## src/rtl/leaf_bus_pkg.sv

```systemverilog
// Shared packet-format helpers for the leaf ring bus: width and field positions of
// {valid, dest, payload} packets, plus a generic packer for up to 64-bit packets.
package leaf_bus_pkg;

  localparam int PKT_MAX_W = 64;

  function automatic int pkt_width(input int num_leaves, input int payload_sz);
    return 1 + $clog2(num_leaves) + payload_sz;
  endfunction

  function automatic int pkt_valid_bit(input int p_sz);
    return p_sz - 1;
  endfunction

  function automatic int pkt_dest_hi(input int p_sz);
    return p_sz - 2;
  endfunction

  function automatic int pkt_dest_lo(input int payload_sz);
    return payload_sz;
  endfunction

  // Oversized result; callers keep the low pkt_width() bits.
  function automatic logic [PKT_MAX_W-1:0] pkt_pack(
    input int                   dest_w,
    input int                   payload_sz,
    input logic [PKT_MAX_W-1:0] dest,
    input logic [PKT_MAX_W-1:0] payload
  );
    logic [PKT_MAX_W-1:0] dest_mask;
    logic [PKT_MAX_W-1:0] payload_mask;
    dest_mask    = (64'd1 << dest_w) - 64'd1;
    payload_mask = (64'd1 << payload_sz) - 64'd1;
    return (64'd1 << (dest_w + payload_sz))
         | ((dest & dest_mask) << payload_sz)
         | (payload & payload_mask);
  endfunction

endpackage

```

## src/rtl/leaf_tx_fifo.sv

```systemverilog
// Circular buffer with wrap-bit pointers; push/pop are gated internally by full/empty,
// so callers may assert them unconditionally.
module leaf_tx_fifo #(
  parameter int width = 11,
  parameter int depth = 4
) (
  input  logic                   clk,
  input  logic                   reset_n,
  input  logic                   push,
  input  logic                   pop,
  input  logic [width-1:0]       wr_data,
  output logic [width-1:0]       rd_data,
  output logic                   empty,
  output logic                   full,
  output logic [$clog2(depth):0] count
);

  localparam int IDX_W = $clog2(depth);
  localparam int PTR_W = IDX_W + 1;

  logic [PTR_W-1:0] wr_ptr_reg;
  logic [PTR_W-1:0] rd_ptr_reg;
  logic [width-1:0] mem_reg [depth];
  logic             push_ok;
  logic             pop_ok;

  assign empty   = (wr_ptr_reg == rd_ptr_reg);
  assign full    = (wr_ptr_reg[IDX_W-1:0] == rd_ptr_reg[IDX_W-1:0]) &&
                   (wr_ptr_reg[IDX_W] != rd_ptr_reg[IDX_W]);
  assign push_ok = push && !full;
  assign pop_ok  = pop && !empty;
  // Pointer difference wraps modulo 2*depth, which yields 0..depth directly.
  assign count   = wr_ptr_reg - rd_ptr_reg;
  assign rd_data = mem_reg[rd_ptr_reg[IDX_W-1:0]];

  always_ff @(posedge clk or negedge reset_n) begin
    if (!reset_n) begin
      wr_ptr_reg <= '0;
      rd_ptr_reg <= '0;
    end else begin
      if (push_ok) wr_ptr_reg <= wr_ptr_reg + 1'b1;
      if (pop_ok)  rd_ptr_reg <= rd_ptr_reg + 1'b1;
    end
  end

  // Contents need no reset: an entry is only visible between the pointers.
  always_ff @(posedge clk) begin
    if (push_ok) mem_reg[wr_ptr_reg[IDX_W-1:0]] <= wr_data;
  end

endmodule

```

## src/rtl/leaf_tx_queue.sv

```systemverilog
// Transmit queue between a leaf PE and its ring bus interface: packs PE packets,
// presents the head until the interface stops asking for a resend, counts stalls.
module leaf_tx_queue
  import leaf_bus_pkg::*;
#(
  parameter  int num_leaves = 2,
  parameter  int payload_sz = 1,
  parameter  int depth      = 4,
  localparam int p_sz       = pkt_width(num_leaves, payload_sz)
) (
  input  logic                          clk,
  input  logic                          reset_n,
  input  logic                          in_valid,
  output logic                          in_ready,
  input  logic [$clog2(num_leaves)-1:0] in_dest,
  input  logic [payload_sz-1:0]         in_payload,
  input  logic                          resend,
  output logic [p_sz-1:0]               pe_interface,
  output logic [$clog2(depth):0]        count,
  output logic [15:0]                   stall_cnt
);

  localparam int VALID_BIT = pkt_valid_bit(p_sz);
  localparam int DEST_HI   = pkt_dest_hi(p_sz);
  localparam int DEST_LO   = pkt_dest_lo(payload_sz);

  logic [p_sz-1:0] pkt_in;
  logic [p_sz-1:0] head_pkt;
  logic            empty;
  logic            full;
  logic [15:0]     stall_cnt_reg;
  logic [15:0]     stall_cnt_next;

  always_comb begin
    pkt_in                  = '0;
    pkt_in[VALID_BIT]       = 1'b1;
    pkt_in[DEST_HI:DEST_LO] = in_dest;
    pkt_in[DEST_LO-1:0]     = in_payload;
  end

  // The bus interface samples pe_interface at the same edge a pop happens, so
  // !resend is exactly "the head was taken".
  leaf_tx_fifo #(
    .width (p_sz),
    .depth (depth)
  ) u_fifo (
    .clk     (clk),
    .reset_n (reset_n),
    .push    (in_valid),
    .pop     (!resend),
    .wr_data (pkt_in),
    .rd_data (head_pkt),
    .empty   (empty),
    .full    (full),
    .count   (count)
  );

  assign in_ready     = !full;
  assign pe_interface = empty ? '0 : head_pkt;

  always_comb begin
    stall_cnt_next = stall_cnt_reg;
    if (!empty && resend && (stall_cnt_reg != 16'hFFFF))
      stall_cnt_next = stall_cnt_reg + 16'd1;
  end

  always_ff @(posedge clk or negedge reset_n) begin
    if (!reset_n) stall_cnt_reg <= '0;
    else          stall_cnt_reg <= stall_cnt_next;
  end

  assign stall_cnt = stall_cnt_reg;

endmodule
```

## config.mk

```make
export PLATFORM = sky130hd
export DESIGN_NAME = leaf_tx_queue
export DESIGN_NICKNAME = d
export VERILOG_FILES = /design/src/rtl/leaf_bus_pkg.sv /design/src/rtl/leaf_tx_fifo.sv /design/src/rtl/leaf_tx_queue.sv
export SDC_FILE = /design/constraint.sdc
export NUM_CORES = 1
export LEC_CHECK = 0
export CAP_MARGIN = 25
export CORE_ASPECT_RATIO = 1.5
export CORE_MARGIN = 4
export CORE_UTILIZATION = 35
export DETAILED_ROUTE_END_ITERATION = 6
export GPL_TIMING_DRIVEN = 0
export PLACE_DENSITY_LB_ADDON = 0.08
export REMOVE_ABC_BUFFERS = 1
export SYNTH_ARGS = -nofsm -noshare
export SYNTH_HDL_FRONTEND = slang
export SYNTH_SLANG_ARGS = --single-unit
```

## constraint.sdc

```tcl
create_clock -name clk -period 1.97 [get_ports clk]
set_input_delay 0.394 -clock clk [delete_from_list [all_inputs] [get_ports clk]]
set_output_delay 0.394 -clock clk [all_outputs]
set_load 0.005 [all_outputs]
```

Yosys cells after proc, flatten, opt, wreduce, memory -nomap -nowiden
Memories as Yosys holds them, arrays and structs flattened. Index checks and enable logic that the tools add are counted. Widths: inputs -> output; s select.

Shifts and indexed selects: 0. Multiply operators: 0. Div/mod/pow operators: 0. Equality and inequality tests: 4. Mux-type cells: 3. Reductions and logical operators: 8. Magnitude comparators: 0. Bitwise operators: 0. Add/subtract/negate cells: 4.

Operator list (number): $add 16x1->16 const B (1); $ne 16x16->1 const B (1); $add 3x1->3 const B (2); $logic_and 1x1->1 (5); $eq 3x3->1 (1); $logic_not 1->1 (3); $mux 3 (1); $sub 3x3->3 (1); $eq 2x2->1 (1); $mux 1 (2); $ne 1x1->1 (1).

Bits in writable memories: 8. Bits in latches: 0. Bits in registers: 22. Memories kept: 1. Memory bits (read-only): 0. Output and inout port bits: 23. Bits of input ports: 6.

Memories: u_fifo.mem_reg (words 4, bits a word 2, rd ports 1, clocked after Yosys merged registers in 0, wr ports 1, line leaf_tx_fifo.sv:23) `logic [width-1:0] mem_reg [depth];`.

Logic depth before layout (Yosys ltp)
Gate-level depths: netlist (run 1).

Depth in word-level cells: 6. Depth in mapped cells: 7. Mapped depth without buffers: 7.

Modules after synthesis
From an unflattened synthesis (run 1), not the netlist that was laid out.

Cells, all modules: 139. Area total of the unflattened synthesis: 1735.4 sq um.

By module, submodules not included: leaf_tx_fifo (sequential area each 510.5 sq um, area an instance 889.6 sq um, cells each 60, instances 1); leaf_tx_queue (sequential area each 400.4 sq um, area an instance 845.8 sq um, cells each 79, instances 1).

Worst setup path before layout (run 1)
OpenSTA, ideal clock, no wires.

Path type: reg2reg. From: register u_fifo.rd_ptr_reg[1]. To: register stall_cnt_reg[1], in the netlist stall_cnt[1]. Required time: 1845 ps. Path buffers: 0. Arrival time: 1580 ps. Setup slack: 265 ps. Stages on the path, launching flop included: 7. Clock period less this slack: 1705 ps. Cell sequence: dfrtp_1 -> inv_1 -> ha_1 -> nand2_1 -> o21ai_1 -> a21oi_2 -> mux2_2.

Word-level cells in the longest chain between the ends: 4.

RTL lines: from (decl) (line leaf_tx_fifo.sv:22) `logic [PTR_W-1:0] rd_ptr_reg;`; from (signal assigned) (line leaf_tx_fifo.sv:42) `if (pop_ok) rd_ptr_reg <= rd_ptr_reg + 1'b1;`; $eq 3x3->1 (line leaf_tx_fifo.sv:27) `assign empty = (wr_ptr_reg == rd_ptr_reg);`; $logic_not 1->1 (line leaf_tx_queue.sv:63) `if (!empty && resend && (stall_cnt_reg != 16'hFFFF))`; $logic_and 1x1->1 (2 in a row) (line leaf_tx_queue.sv:63); to (signal assigned) (line leaf_tx_queue.sv:69) `else stall_cnt_reg <= stall_cnt_next;`; to (decl) (line leaf_tx_queue.sv:31) `logic [15:0] stall_cnt_reg;`.

Every way passes these cells. A chain may end at the register's enable or synchronous reset.

Worst setup path after layout (run 1)
From: register u_fifo.rd_ptr_reg[0]. To: output pe_interface[1].

Word-level cells in the longest chain between the ends: 2.

RTL lines: $mem_v2 4x2 or $eq 3x3->1 (tied branches); $mux 3 (*) (line leaf_tx_queue.sv:59) `assign pe_interface = empty ? '0 : head_pkt;`; to (decl) (line leaf_tx_queue.sv:18) `output logic [p_sz-1:0] pe_interface,`.

Every way passes the cells marked *; elsewhere a longest branch is shown, timed or not.

==> impl_metrics.json, run 1 <==
{
  "fin_hold_ws_ns": 0.380,
  "violations": "setup timing",
  "holdBufCountCts": 0,
  "cp.arrival_ns": 1.59,
  "grt_busiest_layer": "met2",
  "outcome": "finished with violations",
  "gr-usage-met2_pct": 21.0,
  "grt_pass1_vias": 1018,
  "numCtsBuffers": 5,
  "io_pins": 29,
  "placedCellCount": 190,
  "synth-seq-cells": 30,
  "fp.coreArea_um2": 3990,
  "drive_gt1_share_pct": 26.1,
  "grt_max_degree": 23,
  "grt_overflow": 0,
  "antenna_found_initial": 0,
  "via_count": 1003,
  "grt_pass1_wl_mm": 5.00,
  "synth_cell_type_count": 27,
  "drv_slew": 0,
  "peakVddDrop_uv": 1400,
  "use_met3_pct": 2.67,
  "grtUsageMet1_pct": 15.8,
  "largest_reg_flops": 16,
  "p_leak_nw": 0.862,
  "first_pass_iters": 4,
  "start_util_pct": 36.5,
  "wl_per_cell_um": 13.8,
  "tightest_slew_ns": 0.453,
  "cts_tree": "built",
  "layout.nets": 179,
  "finalHoldViolCount": 0,
  "fmax_mhz": 505,
  "gp_congestion": 0.758,
  "min_path_type": "primary input to async pin",
  "grtUsageTotal_pct": 12.9,
  "die_x_um": 60.7,
  "setup_violations": 1,
  "dp_slack_ns": -0.226,
  "fin_crit_ns": 1.98,
  "dp.final_hpwl_mm": 2.10,
  "synth_area_um2": 1460,
  "endpoint_kind": "output pin",
  "cts_root_buf": "clkbuf_8",
  "fp-row-count": 28,
  "clk_pin_slew_worst_paths_ns": 0.06,
  "routed_wl_mm": 2.91,
  "synthCells": 117,
  "clock_latency_ns": 0.28,
  "finalClockSkew_ns": 0.00597,
  "die_h_um": 87.0,
  "diodes": 0,
  "syn_area_per_cell_um2": 12.5,
  "io_buffers": 28,
  "yosys_warnings": 0,
  "worstSetupPathType": "flip-flop to output pin",
  "fin_cells": 210,
  "worstPathMaxFanout": 4,
  "dieArea_um2": 5280,
  "rsz0062_at_grt": "yes",
  "drcViolationCount": 0,
  "relSlewSlack_pct": 69.8,
  "final_antenna_net_count": 0,
  "synth_seq_area_share_pct": 54.2,
  "htree_num_levels": 2,
  "clockBufferDepth": 2,
  "layout-area-overhead-vs-synth_pct": 40.3,
  "p_per_area_nw_per_um2": 1480,
  "startpoint_type": "flip-flop",
  "drtIter0Drc": 26,
  "cp.required_ns": 1.58,
  "worst_slack_ns": -0.00914,
  "via_per_inst": 4.78,
  "clock-sinks": 30,
  "max-cap-violations": 0,
  "finalCritPeriodShare_pct": 100
}
-- critical path, cell delays in order, from the launching register on --
cell and delay, ns:
dfrtp_2 0.44, ha_4 0.30, nand2_4 0.05, or2_4 0.24
and2_4 0.15, buf_2 0.12
-- where the power goes --
part           internal, mW  total (mW)  switching, mW
Clock                 0.281       0.503          0.222
Combinational         0.908        1.54          0.632
Sequential            0.819       0.983          0.164
Total                  2.01        3.03           1.02
-- cell usage in the layout, fill, tap and decap left out, types with 2 or more instances in the layout --
cell	netlist	routed
clkdlybuf4s50_1	0	21
dfrtp_1	22	20
xnor2_1	12	12
nand2_1	11	10
buf_4	0	10
nand4_1	8	8
edfxtp_1	8	8
xor2_1	6	6
ha_1	8	6
clkbuf_8	0	6
and3_1	5	5
inv_1	6	4
nor2_1	4	4
nand3_1	5	4
o21ai_0	3	3
buf_2	0	3
mux4_2	2	2
and2_4	0	2
inv_2	0	2
nand3_2	1	2
o21ai_1	2	2
ha_4	0	2
buf_6	0	2
dlymetal6s2s_1	0	2
dfrtp_2	0	2
-- synth_stat cells (all sizes together) --
| library cell | number | area share [%] |
|---|---|---|
| a2111oi | 1 | 1.9 |
| a21oi | 1 | 0.60 |
| and2 | 3 | 1.3 |
| and3 | 5 | 2.1 |
| dfrtp | 22 | 38 |
| edfxtp | 8 | 16 |
| fa | 1 | 1.4 |
| ha | 8 | 6.9 |
| inv | 6 | 1.5 |
| mux2 | 2 | 1.5 |
| mux4 | 2 | 3.1 |
| nand2 | 11 | 2.8 |
| nand2b | 1 | 0.43 |
| nand3 | 6 | 2.4 |
| nand4 | 8 | 3.4 |
| nor2 | 5 | 1.5 |
| nor2b | 1 | 0.43 |
| nor3 | 1 | 0.34 |
| o21ai | 5 | 1.7 |
| or2 | 1 | 0.43 |
| xnor2 | 12 | 7.2 |
| xor2 | 7 | 4.7 |
-- layout make-up --
| type | count | area (µm²) |
|---|---|---|
| multi-input cells | 81 | 697 |
| well taps | 45 | 56.3 |
| clock buffers | 7 | 86.3 |
| fillers | 376 | 1950 |
| flip-flops and latches | 30 | 793 |
| repair buffers | 40 | 385 |
| clock inverters | 1 | 5.00 |
| inverters | 6 | 22.5 |
-- layer usage --
metal  vias to the layer above  share of wire (%)
met5                         -                  0
li1                        500                  -
met2                        27                 51
met1                       472                 43
met4                         0                1.1
met3                         4                5.2
-- cells by family after synthesis --
kind of cell / after synthesis / synth area share [%]
and+or+nand+nor: 42 / 15.2
buffers and inverters: 6 / 1.54
adders and majority gates: 9 / 8.24
AOI/OAI and AO/OA: 7 / 4.21
DFF: 30 / 54.2
muxes: 4 / 4.63
xor gates and xnor gates: 19 / 11.9
-- through the flow --
step	power [mW]	setup TNS, ns	area, µm²	util, %
2_1_floorplan	1.61	0	1460	-
3_3_place_gp	2.21	-0.793	1790	44.9
3_5_place_dp	2.22	-0.875	1790	44.9
4_1_cts	3.04	-0.100	2010	50.4
5_1_grt	3.28	-0.121	2050	51.2
6_report	3.03	-0.00914	2050	51.2
-- final timing paths --
check | from | endpoint | slack [ns] | cells past startpoint
max | u_fifo.rd_ptr_reg[0] | pe_interface[1] | -0.009 | 5
min reg2reg | stall_cnt[15] | stall_cnt[15] | 0.50 | 1
min | reset_n | stall_cnt[15] | 0.38 | 1
min in group clk | stall_cnt[15] | stall_cnt[15] | 0.50 | 1
max in group asynchronous | reset_n | u_fifo.rd_ptr_reg[1] | 1.17 | 2
max reg2reg | stall_cnt[0] | stall_cnt[9] | 0.15 | 6
-- what timing repair did --
action / 4_1_cts / 5_1_grt
setup buffers: 12 / 0
endpoints found under the setup margin: 7 / 10
gates resized for setup: 32 / 5
pin swaps: 7 / 5
Note: power is estimated with default switching activity, not from simulation.
==> inputs of run 2 (changes only) <==
- CORE_ASPECT_RATIO: 1.5 -> 0.75
- MAX_ROUTING_LAYER: default -> met4
- REMOVE_ABC_BUFFERS: 1 -> default
==> run 2 against run 1 <==
  * The run still ends with setup timing left
  * Register-to-register slack is essentially flat
  * Core utilization up 0.98 points
  * Setup slack got worse by 0.0052 ns
  * Total power rose by 10%
  * Sequential power barely moved
  * Hold slack worse by 0.036 ns
  * Cell area is 2.8% higher
  * Largest cell class unchanged
==> impl_metrics.json, run 2 (synthesis results as in run 1) <==
{
  "grtUsageTotal_pct": 13.5,
  "register_area_um2": 793,
  "endpoint_kind": "output pin",
  "io_pins": 29,
  "clk_pin_slew_worst_paths_ns": 0.06,
  "die_x_um": 82.5,
  "layout.nets": 177,
  "setup_violations": 2,
  "via_count": 987,
  "start_util_pct": 36.2,
  "via_per_inst": 4.53,
  "violations": "setup timing",
  "gp_congestion": 0.833,
  "fp-row-count": 20,
  "slowest_stage": "dfrtp_2",
  "drtIter0Drc": 65,
  "drive_gt1_share_pct": 25.8,
  "dp_slack_ns": -0.225,
  "reg2reg_to": "stall_cnt[15]",
  "startpoint_type": "flip-flop",
  "finalSetupTns_ns": -0.0260,
  "max_stage_delay_ns": 0.44,
  "placedCellCount": 200,
  "relSlewSlack_pct": 71.3,
  "syn_nets": 132,
  "drv_slew": 0,
  "crit_chain": "ha_4, nand2_4, or2_4, and2_4, buf_6",
  "grt_overflow": 0,
  "nFillCells": 363,
  "cp.required_ns": 1.58,
  "finalClockSkew_ns": 0.00482,
  "finalHoldViolCount": 0,
  "p_per_area_nw_per_um2": 1580,
  "clockBufferDepth": 2,
  "diodes": 0,
  "rr_worst_depth": 6,
  "multi_input_area_um2": 697,
  "mostFrequentLayoutCell": "clkdlybuf4s50_1",
  "r2r_slack_ns": 0.15,
  "cp.arrival_ns": 1.59,
  "tightest_slew_ns": 0.428,
  "worst_slack_ns": -0.0143,
  "holdBufCountCts": 0,
  "grt_max_degree": 23,
  "fin_cells": 218,
  "fin_crit_ns": 1.98,
  "clock_latency_ns": 0.28,
  "cts_root_buf": "clkbuf_8",
  "clock-sinks": 30,
  "drcViolationCount": 0,
  "worstPathMaxFanout": 5,
  "cts_tree": "built",
  "fin_hold_ws_ns": 0.344,
  "final_cell_mix": "21 x clkdlybuf4s50_1, 20 x dfrtp_1, 12 x xnor2_1",
  "antenna_found_initial": 0,
  "finalCritPeriodShare_pct": 101,
  "wl_per_cell_um": 13.9,
  "min_path_type": "primary input to async pin",
  "worstSetupPathType": "flip-flop to output pin",
  "grt_pass1_wl_mm": 5.02,
  "grt_pass1_vias": 1013,
  "max-cap-violations": 0,
  "dieArea_um2": 5270,
  "r2r_start": "stall_cnt[0]",
  "rsz0062_at_grt": "yes",
  "layout-area-overhead-vs-synth_pct": 44.3,
  "io_buffers": 28,
  "post-route-util_pct": 52.2,
  "first_pass_iters": 4,
  "outcome": "finished with violations",
  "final_antenna_net_count": 0,
  "routed_wl_mm": 3.03,
  "numCtsBuffers": 5,
  "largest_reg_flops": 16,
  "fmax_mhz": 504,
  "p_leak_nw": 0.872,
  "fp.coreArea_um2": 4030,
  "peakVddDrop_uv": 824,
  "htree_num_levels": 2,
  "dp.final_hpwl_mm": 2.10,
  "die_h_um": 63.9
}
-- run 2: cell count changes in the layout (fill, tap and decap cells not counted), moves of 2 or more --
cell       before  now
buf_4          10    6
buf_6           2    6
bufinv_16       0    2
buf_2           3    1
-- run 2: where the power goes --
part,switching [mW],internal [mW]
clock network,0.234,0.500
logic,0.674,0.936
registers,0.166,0.819
-- run 2: worst max path at each step --
stage	start	endpoint	slack, ns	cells past startpoint
floorplan	u_fifo.rd_ptr_reg[1]	stall_cnt[1]	0.27	6
global placement	u_fifo.rd_ptr_reg[0]	count[2]	-0.23	4
detailed placement	u_fifo.rd_ptr_reg[1]	pe_interface[0]	-0.22	6
CTS	u_fifo.rd_ptr_reg[0]	pe_interface[1]	-0.05	5
global route	u_fifo.rd_ptr_reg[0]	pe_interface[0]	-0.07	5
finish	u_fifo.rd_ptr_reg[0]	pe_interface[0]	-0.01	5
-- run 2: area by class of cell --
cell class,instances,area share [%]
Clock inverter,3,3.03
Sequential cell,30,37.7
Inverter,6,1.19
Multi-Input combinational cell,81,33.1
Clock buffer,5,3.27
Tap cell,55,3.27
Timing Repair Buffer,38,18.4
-- run 2: metrics by stage --
stage	cell area [µm²]	total power, mW
after floorplan	1460	1.61
after global placement	1810	2.23
after detailed placement	1810	2.24
after CTS	2030	3.13
after global routing	2100	3.56
final	2100	3.33
-- run 2: layer usage --
| layer | routed length (µm) | vias to the layer above | GRT usage, % | part of all wire, % |
|---|---|---|---|---|
| li1 | - | 499 | - | - |
| met1 | 1560 | 467 | 18.7 | 51 |
| met2 | 1320 | 17 | 17.9 | 44 |
| met3 | 112 | 4 | 4.37 | 3.7 |
| met4 | 42 | 0 | 5.71 | 1.4 |
| met5 | 0 | - | - | 0 |
-- run 2: critical path, delay by kind of cell, from the launching register on --
kind	cells	cell delay [ns]
fa+ha+maj	1	0.31
buf+inv	1	0.11
flops	1	0.44
simple gates	3	0.45
-- run 2: repair_timing --
item                                    4_1_cts  5_1_grt
resized for setup                            30       13
hold endpoints to repair                      0        0
endpoints found under the setup margin        7        6
buffers inserted                             10        0
cloned                                        0        0
pin swaps                                     3        7
==> inputs of run 3 (changes only) <==
- REMOVE_ABC_BUFFERS: default -> 1
==> results of run 3 <==
The final DEF is identical to that of run 2; final timing and power are the same.
